**config.mk**
```make
export PLATFORM = sky130hd
export DESIGN_NAME = rr_response_router_flat
export DESIGN_NICKNAME = d
export VERILOG_FILES = /design/src/rtl/rr_response_router_if.sv /design/src/rtl/rr_response_router.sv /design/src/flat_wrapper.sv
export SDC_FILE = /design/constraint.sdc
export NUM_CORES = 1
export LEC_CHECK = 0
export CORE_MARGIN = 5
export CORE_UTILIZATION = 47
export CTS_CLUSTER_DIAMETER = 100
export CTS_CLUSTER_SIZE = 20
export DETAILED_ROUTE_END_ITERATION = 10
export PLACE_DENSITY_LB_ADDON = 0.2
export SLEW_MARGIN = 20
export SYNTH_ARGS = -nofsm -noshare
export SYNTH_HDL_FRONTEND = slang
export SYNTH_SLANG_ARGS = --single-unit
```
**constraint.sdc**
```tcl
create_clock -name clk -period 2.1 [get_ports clk]
set_clock_uncertainty 0.05 [all_clocks]
set_input_delay 0.42 -clock clk [delete_from_list [all_inputs] [get_ports clk]]
set_output_delay 0.42 -clock clk [all_outputs]
set_load 0.005 [all_outputs]
```
**src/rtl/rr_response_router_if.sv**
```systemverilog
// rr_response_router_if: grant, PLM data, response and statistics bundle
interface rr_response_router_if #(
    parameter int VALUE_WIDTH = 8,
    parameter int NCONSUMERS = 2,
    parameter int NBANKS = 2,
    parameter int NPORTS = 1,
    parameter int CNT_WIDTH = 16
);
    localparam int NKERNELS = NBANKS * NPORTS;
    localparam int CW = NCONSUMERS > 1 ? $clog2(NCONSUMERS) : 1;
    logic [NKERNELS-1:0] grant_valid;
    logic [NKERNELS-1:0][CW-1:0] grant_consumer;
    logic [NKERNELS-1:0] grant_wr;
    logic [NKERNELS-1:0][VALUE_WIDTH-1:0] plm_outputs;
    logic clear_stats;
    logic [NCONSUMERS-1:0] req_ack;
    logic [NCONSUMERS-1:0] resp_valid;
    logic [NCONSUMERS-1:0][VALUE_WIDTH-1:0] resp_data;
    logic [NCONSUMERS-1:0] resp_is_write;
    logic [NKERNELS-1:0][CNT_WIDTH-1:0] grant_count;
    logic [1:0] error;
    modport master (
        output grant_valid, grant_consumer, grant_wr, plm_outputs, clear_stats,
        input req_ack, resp_valid, resp_data, resp_is_write, grant_count, error
    );
    modport slave (
        input grant_valid, grant_consumer, grant_wr, plm_outputs, clear_stats,
        output req_ack, resp_valid, resp_data, resp_is_write, grant_count, error
    );
endinterface

```
**src/rtl/rr_response_router.sv**
```systemverilog
// rr_response_router: acknowledges kernel grants and routes PLM responses back to consumers
module rr_response_router #(
    parameter int VALUE_WIDTH = 8,
    parameter int NCONSUMERS = 2,
    parameter int NBANKS = 2,
    parameter int NPORTS = 1,
    parameter int PLM_LATENCY = 1,
    parameter int CNT_WIDTH = 16
) (
    input logic clk,
    input logic reset,
    rr_response_router_if.slave bus
);
    localparam int NK = NBANKS * NPORTS;
    localparam int CW = NCONSUMERS > 1 ? $clog2(NCONSUMERS) : 1;
    localparam int T = PLM_LATENCY - 1;
    logic [PLM_LATENCY-1:0][NK-1:0] pv;
    logic [PLM_LATENCY-1:0][NK-1:0][CW-1:0] pc;
    logic [PLM_LATENCY-1:0][NK-1:0] pw;
    logic [NK-1:0] oor;
    logic [NCONSUMERS-1:0] hit;
    logic [NCONSUMERS-1:0] hit_wr;
    logic [NCONSUMERS-1:0][VALUE_WIDTH-1:0] hit_data;
    logic coll;

    // acknowledge in the grant cycle and flag consumer indices that do not exist
    always_comb begin
        bus.req_ack = '0;
        oor = '0;
        for (int k = 0; k < NK; k++) begin
            oor[k] = bus.grant_valid[k] && (int'(bus.grant_consumer[k]) >= NCONSUMERS);
            for (int c = 0; c < NCONSUMERS; c++)
                if (bus.grant_valid[k] && bus.grant_consumer[k] == CW'(c)) bus.req_ack[c] = 1'b1;
        end
    end

    // pick the lowest-index tail kernel per consumer; any further claimant is a collision
    always_comb begin
        hit = '0;
        hit_wr = '0;
        hit_data = '0;
        coll = 1'b0;
        for (int c = 0; c < NCONSUMERS; c++)
            for (int k = 0; k < NK; k++)
                if (pv[T][k] && pc[T][k] == CW'(c)) begin
                    if (hit[c]) coll = 1'b1;
                    else begin
                        hit[c] = 1'b1;
                        hit_wr[c] = pw[T][k];
                        hit_data[c] = pw[T][k] ? '0 : bus.plm_outputs[k];
                    end
                end
    end

    // valid line: out-of-range grants never enter, reset discards in-flight grants
    always_ff @(posedge clk) begin
        if (reset) pv <= '0;
        else begin
            pv[0] <= bus.grant_valid & ~oor;
            for (int s = 1; s < PLM_LATENCY; s++) pv[s] <= pv[s-1];
        end
    end

    // payload line travels alongside the valids and needs no reset
    always_ff @(posedge clk) begin
        pc[0] <= bus.grant_consumer;
        pw[0] <= bus.grant_wr;
        for (int s = 1; s < PLM_LATENCY; s++) begin
            pc[s] <= pc[s-1];
            pw[s] <= pw[s-1];
        end
    end

    // response registers; data and write flag hold when the consumer gets nothing
    always_ff @(posedge clk) begin
        if (reset) begin
            bus.resp_valid <= '0;
            bus.resp_data <= '0;
            bus.resp_is_write <= '0;
        end else begin
            bus.resp_valid <= hit;
            for (int c = 0; c < NCONSUMERS; c++)
                if (hit[c]) begin
                    bus.resp_data[c] <= hit_data[c];
                    bus.resp_is_write[c] <= hit_wr[c];
                end
        end
    end

    // sticky error flags, cleared only by reset
    always_ff @(posedge clk) begin
        bus.error <= reset ? 2'b00 : bus.error | {|oor, coll};
    end

    // saturating per-kernel grant counters; clearing beats a coincident increment
    always_ff @(posedge clk) begin
        for (int k = 0; k < NK; k++)
            if (reset || bus.clear_stats) bus.grant_count[k] <= '0;
            else if (bus.grant_valid[k] && !(&bus.grant_count[k])) bus.grant_count[k] <= bus.grant_count[k] + 1'b1;
    end
endmodule

```
**src/flat_wrapper.sv**
```systemverilog
// flat-port wrapper written by rule: the top's interface ports become plain ports
module rr_response_router_flat 
#(
    parameter int VALUE_WIDTH = 8,
    parameter int NCONSUMERS = 2,
    parameter int NBANKS = 2,
    parameter int NPORTS = 1,
    parameter int PLM_LATENCY = 1,
    parameter int CNT_WIDTH = 16
)
  (clk, reset, bus_grant_valid, bus_grant_consumer, bus_grant_wr, bus_plm_outputs, bus_clear_stats, bus_req_ack, bus_resp_valid, bus_resp_data, bus_resp_is_write, bus_grant_count, bus_error);
  rr_response_router_if #(.VALUE_WIDTH(VALUE_WIDTH), .NCONSUMERS(NCONSUMERS), .NBANKS(NBANKS), .NPORTS(NPORTS), .CNT_WIDTH(CNT_WIDTH)) bus_i ();
  input logic clk;
  input logic reset;
  input wire logic [$bits(bus_i.grant_valid)-1:0] bus_grant_valid;
  input wire logic [$bits(bus_i.grant_consumer)-1:0] bus_grant_consumer;
  input wire logic [$bits(bus_i.grant_wr)-1:0] bus_grant_wr;
  input wire logic [$bits(bus_i.plm_outputs)-1:0] bus_plm_outputs;
  input wire logic [$bits(bus_i.clear_stats)-1:0] bus_clear_stats;
  output wire logic [$bits(bus_i.req_ack)-1:0] bus_req_ack;
  output wire logic [$bits(bus_i.resp_valid)-1:0] bus_resp_valid;
  output wire logic [$bits(bus_i.resp_data)-1:0] bus_resp_data;
  output wire logic [$bits(bus_i.resp_is_write)-1:0] bus_resp_is_write;
  output wire logic [$bits(bus_i.grant_count)-1:0] bus_grant_count;
  output wire logic [$bits(bus_i.error)-1:0] bus_error;
  assign bus_i.grant_valid = bus_grant_valid;
  assign bus_i.grant_consumer = bus_grant_consumer;
  assign bus_i.grant_wr = bus_grant_wr;
  assign bus_i.plm_outputs = bus_plm_outputs;
  assign bus_i.clear_stats = bus_clear_stats;
  assign bus_req_ack = bus_i.req_ack;
  assign bus_resp_valid = bus_i.resp_valid;
  assign bus_resp_data = bus_i.resp_data;
  assign bus_resp_is_write = bus_i.resp_is_write;
  assign bus_grant_count = bus_i.grant_count;
  assign bus_error = bus_i.error;
  rr_response_router #(.VALUE_WIDTH(VALUE_WIDTH), .NCONSUMERS(NCONSUMERS), .NBANKS(NBANKS), .NPORTS(NPORTS), .PLM_LATENCY(PLM_LATENCY), .CNT_WIDTH(CNT_WIDTH)) u_core (.clk(clk), .reset(reset), .bus(bus_i));
endmodule
```
==> Word level (Yosys, flattened, before mapping) <==
Index checks and enable logic that the tools add are counted.
W data, S select, Z words.
{ "word_totals": {"register_bits": 60} }
{ "op_classes": {"addsub": 2, "muxes": 26, "n_bitwise": 5, "reduce_logical": 15} }
{ "ops": {"columns": ["op", "n"], "rows": [
  ["$mux W8", 8],
  ["$add A16 B1 Y16 const B", 2],
  ["$reduce_and A16 Y1", 2],
  ["$mux W1", 18],
  ["$logic_and A1 B1 Y1", 10],
  ["$not A1 Y1", 4],
  ["$logic_not A1 Y1", 2],
  ["$or A2 B1 Y2", 1],
  ["$logic_or A1 B1 Y1", 1]
]} }

==> Logic depth before layout (Yosys ltp) <==
{ "logic_depth": {"depth_word": 8, "depth_mapped": 5, "depth_no_buf": 5} }

==> Least setup slack after synthesis <==
No wires, ideal clock.
{ "synth_timing": {"path_type": "input to register", "startpoint": "input bus_grant_valid[1]", "endpoint": "register u_core.bus.grant_count[31]", "stages": 5, "required_time_ps": 1980, "arrival_time_ps": 1697, "setup_slack_ps": 283, "cell_sequence": "clkbuf_1 and4_1 nand3_1 or4_1 a21oi_1"} }
{ "synth_via": {"elab_chain_len": 1} }
{ "synth_lines": {"columns": ["item", "line", "source"], "rows": [
  ["start, declared", "flat_wrapper.sv:15", "input wire logic [$bits(bus_i.grant_valid)-1:0] bus_grant_valid;"],
  ["$logic_and A1 B1 Y1", "rr_response_router.sv:99", "else if (bus.grant_valid[k] && !(&bus.grant_count[k])) bus.grant_count[k] <= bus.grant_count[k] + 1'b1;"],
  ["end signal, assigned by index", "rr_response_router.sv:98", "if (reset || bus.clear_stats) bus.grant_count[k] <= '0;"],
  ["end, declared", "rr_response_router_if.sv:28", "output req_ack, resp_valid, resp_data, resp_is_write, grant_count, error"]
]} }
Every way passes these cells.
A chain may end at the register's enable or synchronous reset.

==> Worst setup path after layout <==
{ "layout_timing": {"startpoint": "input bus_grant_valid[1]", "endpoint": "output bus_req_ack[1]"} }
{ "layout_via": {"elab_chain_len": 2} }
{ "layout_lines": {"columns": ["item", "line", "source"], "rows": [
  ["$logic_and A1 B1 Y1", "rr_response_router.sv:33", "if (bus.grant_valid[k] && bus.grant_consumer[k] == CW'(c)) bus.req_ack[c] = 1'b1;"],
  ["$mux W1", "rr_response_router.sv:33", null],
  ["end, declared", "flat_wrapper.sv:20", "output wire logic [$bits(bus_i.req_ack)-1:0] bus_req_ack;"]
]} }
Every way passes these cells.

==> impl_metrics.ini <==
[outcome]
outcome = finished clean

[final_layout]
antenna-diode-count = 0
final_design_area_no_fill_sq_mm = 0.00393
drive_gt1_frac = 0.107
fillerInstances = 460
multiInputGateArea_sq_mm = 0.00145
layout.nets = 453
final-seq-area_sq_mm = 0.00118
area.growth.synth_to_final_pct = 44.4
post-route-util = 0.705

[routing]
route.detailed.vias_per_inst = 5.88
starting_drt_drc_count = 172
detail_route.wl_per_cell_um = 16.1
count_of_vias_placed_by_the_detailed_router = 2957
totalWireLength_mm = 8.11
met1Wirelength_mm = 3.38
antenna_left = 0
detail_route.drc_violations = 0
detail_route.first_pass.iterations = 4
met2_wirelength_mm = 4.02
wl_met3_um = 586
topRoutingLayerUsed = met4

[sta]
setup_viol = 0
worst_slew_margin = 0.553
final_slew_viol_count = 0
clock.fmax_ghz = 0.486
final.period_utilization = 0.979
finalHoldViolCount = 0
fin_ws_ns = 0.0431
max_slew.worst_pin.slew_ns = 0.671
setup_repair_after_global_routing_missed_its_margin = no
period_needed_ns = 2.06

[clock_tree]
tritoncts = built
htree_num_levels = 3
clock_tree.buffer_depth = 2
clk_root_buffer_cell = clkbuf_8
cts.sink_count = 59
worstSkewPairLatency_ns = 0.34
cts_inserted_buffers = 9
clk_pin_slew_ns = 0.07

[logic_synthesis]
ys_warn_count = 0
synth_seq_area_share = 0.434
synth_area_sq_mm = 0.00272
ys_top_cells_by_area = dfxtp_1 (43%), a21oi_1 (5.0%), nor2_1 (4.8%)
synth.lib_cells_used.distinct = 41
yosys_register_bits = 59
yosys.area.top_type = dfxtp_1
syn_nets = 351
post-synth-top-area-fraction = 0.434
syn_inst = 324
average_instance_area_after_synthesis_sq_um = 8.40

[floorplanning]
design.core.area_sq_mm = 0.00557
placement_rows = 27
pin_count = 81
dieWidth_um = 86.1
initial_core_util = 0.488
floorplan.die_area_sq_mm = 0.00741
die-height_um = 86.1

[critical_path]
crit_path_frequent_cell = clkdlybuf4s50_1
cp_cell_sequence = clkdlybuf4s50_1 > a22o_1 > clkdlybuf4s50_1
endpoint_kind = output pin
cp.depth = 3
rr_worst_depth = 4
crit_path_required_time_ns = 1.63
crit_path_top_delay_cell = clkdlybuf4s50_1
data_arrival_time_of_the_critical_path_ns = 1.59
critical_path.startpoint_type = primary input
critical-path-max-stage-delay_ns = 0.53
cp_num_buf_inv = 2
worstPathMaxFanout = 4
cpLargestDelayFamily = buffers and inverters
critPathKind = in2out

[global_routing]
initial_antenna_violation_count = 0
grt_max_degree = 26
vias_in_the_first_global_route = 2909
grt_overflow_total = 0
grt_use_total = 0.230
grt_first_pass_wirelength_mm = 13.7

[run]
maxCapViolCount = 0

[placed_design]
post_dp_cell_area_sq_mm = 0.00373
placement.io_buffers = 79
place_congestion = 0.848
detailed_place_hpwl_mm = 5.72
preCtsSetupSlack_ns = -0.211

[power]
power.density_cell_area_mw_per_mm2 = 596
p_leak_nw = 1.37
ir_worst_vdd_v = 0.000413

[worst_hold_path]
worst_hold_stages = 2
timing.hold.worst.class = reg2reg
[cells in the final DEF (no fill, tap or decap), types with 7 or more instances in the layout]
cell type / n
nor2b_1: 9
nor3_1: 10
inv_1: 7
clkbuf_8: 9
a211oi_1: 12
nand4_1: 13
nand3b_1: 8
dfxtp_1: 59
a21oi_1: 27
nand2_1: 21
a311oi_1: 9
nor2_1: 35
nand3_1: 14
nor3b_1: 8
clkdlybuf4s50_1: 77
o21ai_0: 10
buf_4: 27
or3_1: 9
[cell type report]
class | instances | share of cell area
multi-input combinational | 241 | 0.368
timing repair buffer | 107 | 0.255
tap | 72 | 0.0229
clock buffer | 9 | 0.0315
clock inverter | 7 | 0.0140
inverter | 8 | 0.00765
sequential | 59 | 0.301
[tightest hold or removal path: cells and delay by family (launching register included)]
kind            cells  cell delay [ns]
flops               1             0.33
simple gates        1             0.07
compound gates      1             0.04
[path summary, 6_finish.rpt]
| path | startpoint | to | slack, ns |
|---|---|---|---|
| setup / recovery | bus_grant_valid[1] | bus_req_ack[1] | 0.04 |
| hold / removal | u_core.bus.error[0]$_SDFF_PP0_ | u_core.bus.error[0]$_SDFF_PP0_ | 0.42 |
| setup reg to reg | u_core.bus.grant_count[5]$_SDFFE_PP0P_ | u_core.bus.grant_count[15]$_SDFFE_PP0P_ | 0.17 |
| hold reg to reg | u_core.bus.error[0]$_SDFF_PP0_ | u_core.bus.error[0]$_SDFF_PP0_ | 0.42 |
[flip-flops by register name, indices dropped and copies added (netlist names)]
signal                    cells
u_core.pw                     2
u_core.bus.resp_data         16
u_core.bus.grant_count       32
u_core.pv                     2
u_core.bus.resp_valid         2
u_core.pc                     2
u_core.bus.resp_is_write      2
u_core.bus.error              1
[synth_stat cells]
library cell	number
dfxtp_1	59
nor2_1	35
a21oi_1	27
nand2_1	21
clkbuf_1	15
nand3_1	14
nand4_1	13
a211oi_1	12
nor3_1	10
o21ai_0	10
a311oi_1	9
nor2b_1	9
or3_1	9
nand3b_1	8
nor3b_1	8
inv_1	7
and4_1	5
o211ai_1	5
o31ai_1	5
or4_1	5
a31oi_1	4
and3_1	3
nor4_1	3
o211a_1	3
o41ai_1	3
a41o_1	2
ha_1	2
mux2i_1	2
nand2b_1	2
xnor2_1	2
xor2_1	2
a22o_1	1
and2_1	1
buf_4	1
clkinv_1	1
conb_1	1
o21a_1	1
o22ai_1	1
o311ai_0	1
or2_2	1
or4_4	1
[where the power goes]
group          internal [W]  switching, W
registers           0.00115     0.0000279
logic              0.000136     0.0000980
clock network      0.000432      0.000495
[through the flow]
step	instances	hold WS, ns	setup TNS [ns]	total power [W]
floorplan	324	0.398	0	0.00129
global placement	485	0.411	-0.608	0.00143
detailed placement	485	0.407	-0.859	0.00143
CTS	503	0.425	0	0.00235
global route	503	0.460	0	0.00244
finish	503	0.423	0	0.00234
[metal layers]
metal  track usage  vias up
met4        0.0950        0
met1         0.285     1406
li1              -     1426
met5             0        -
met3        0.0471       13
met2         0.385      112
[repair_timing]
item,in CTS,in global routing
hold buffers,0,0
endpoints found under the setup margin,2,0
gates resized for setup,3,0
setup buffers,2,0
[cell families (layout without fill, tap and decap cells)]
| family | after synthesis | count (layout) | synth area share |
|---|---|---|---|
| and+or+nand+nor | 148 | 148 | 0.294 |
| AOI/OAI and AO/OA | 84 | 84 | 0.207 |
| DFF | 59 | 59 | 0.434 |
| buffers and inverters | 24 | 131 | 0.0345 |
| xor gates and xnor gates | 4 | 4 | 0.0129 |
| adders and majority gates | 2 | 2 | 0.00920 |
| muxes | 2 | 2 | 0.00736 |
| other | 1 | 1 | 0.00138 |
Note: power is estimated with default switching activity, not from simulation.
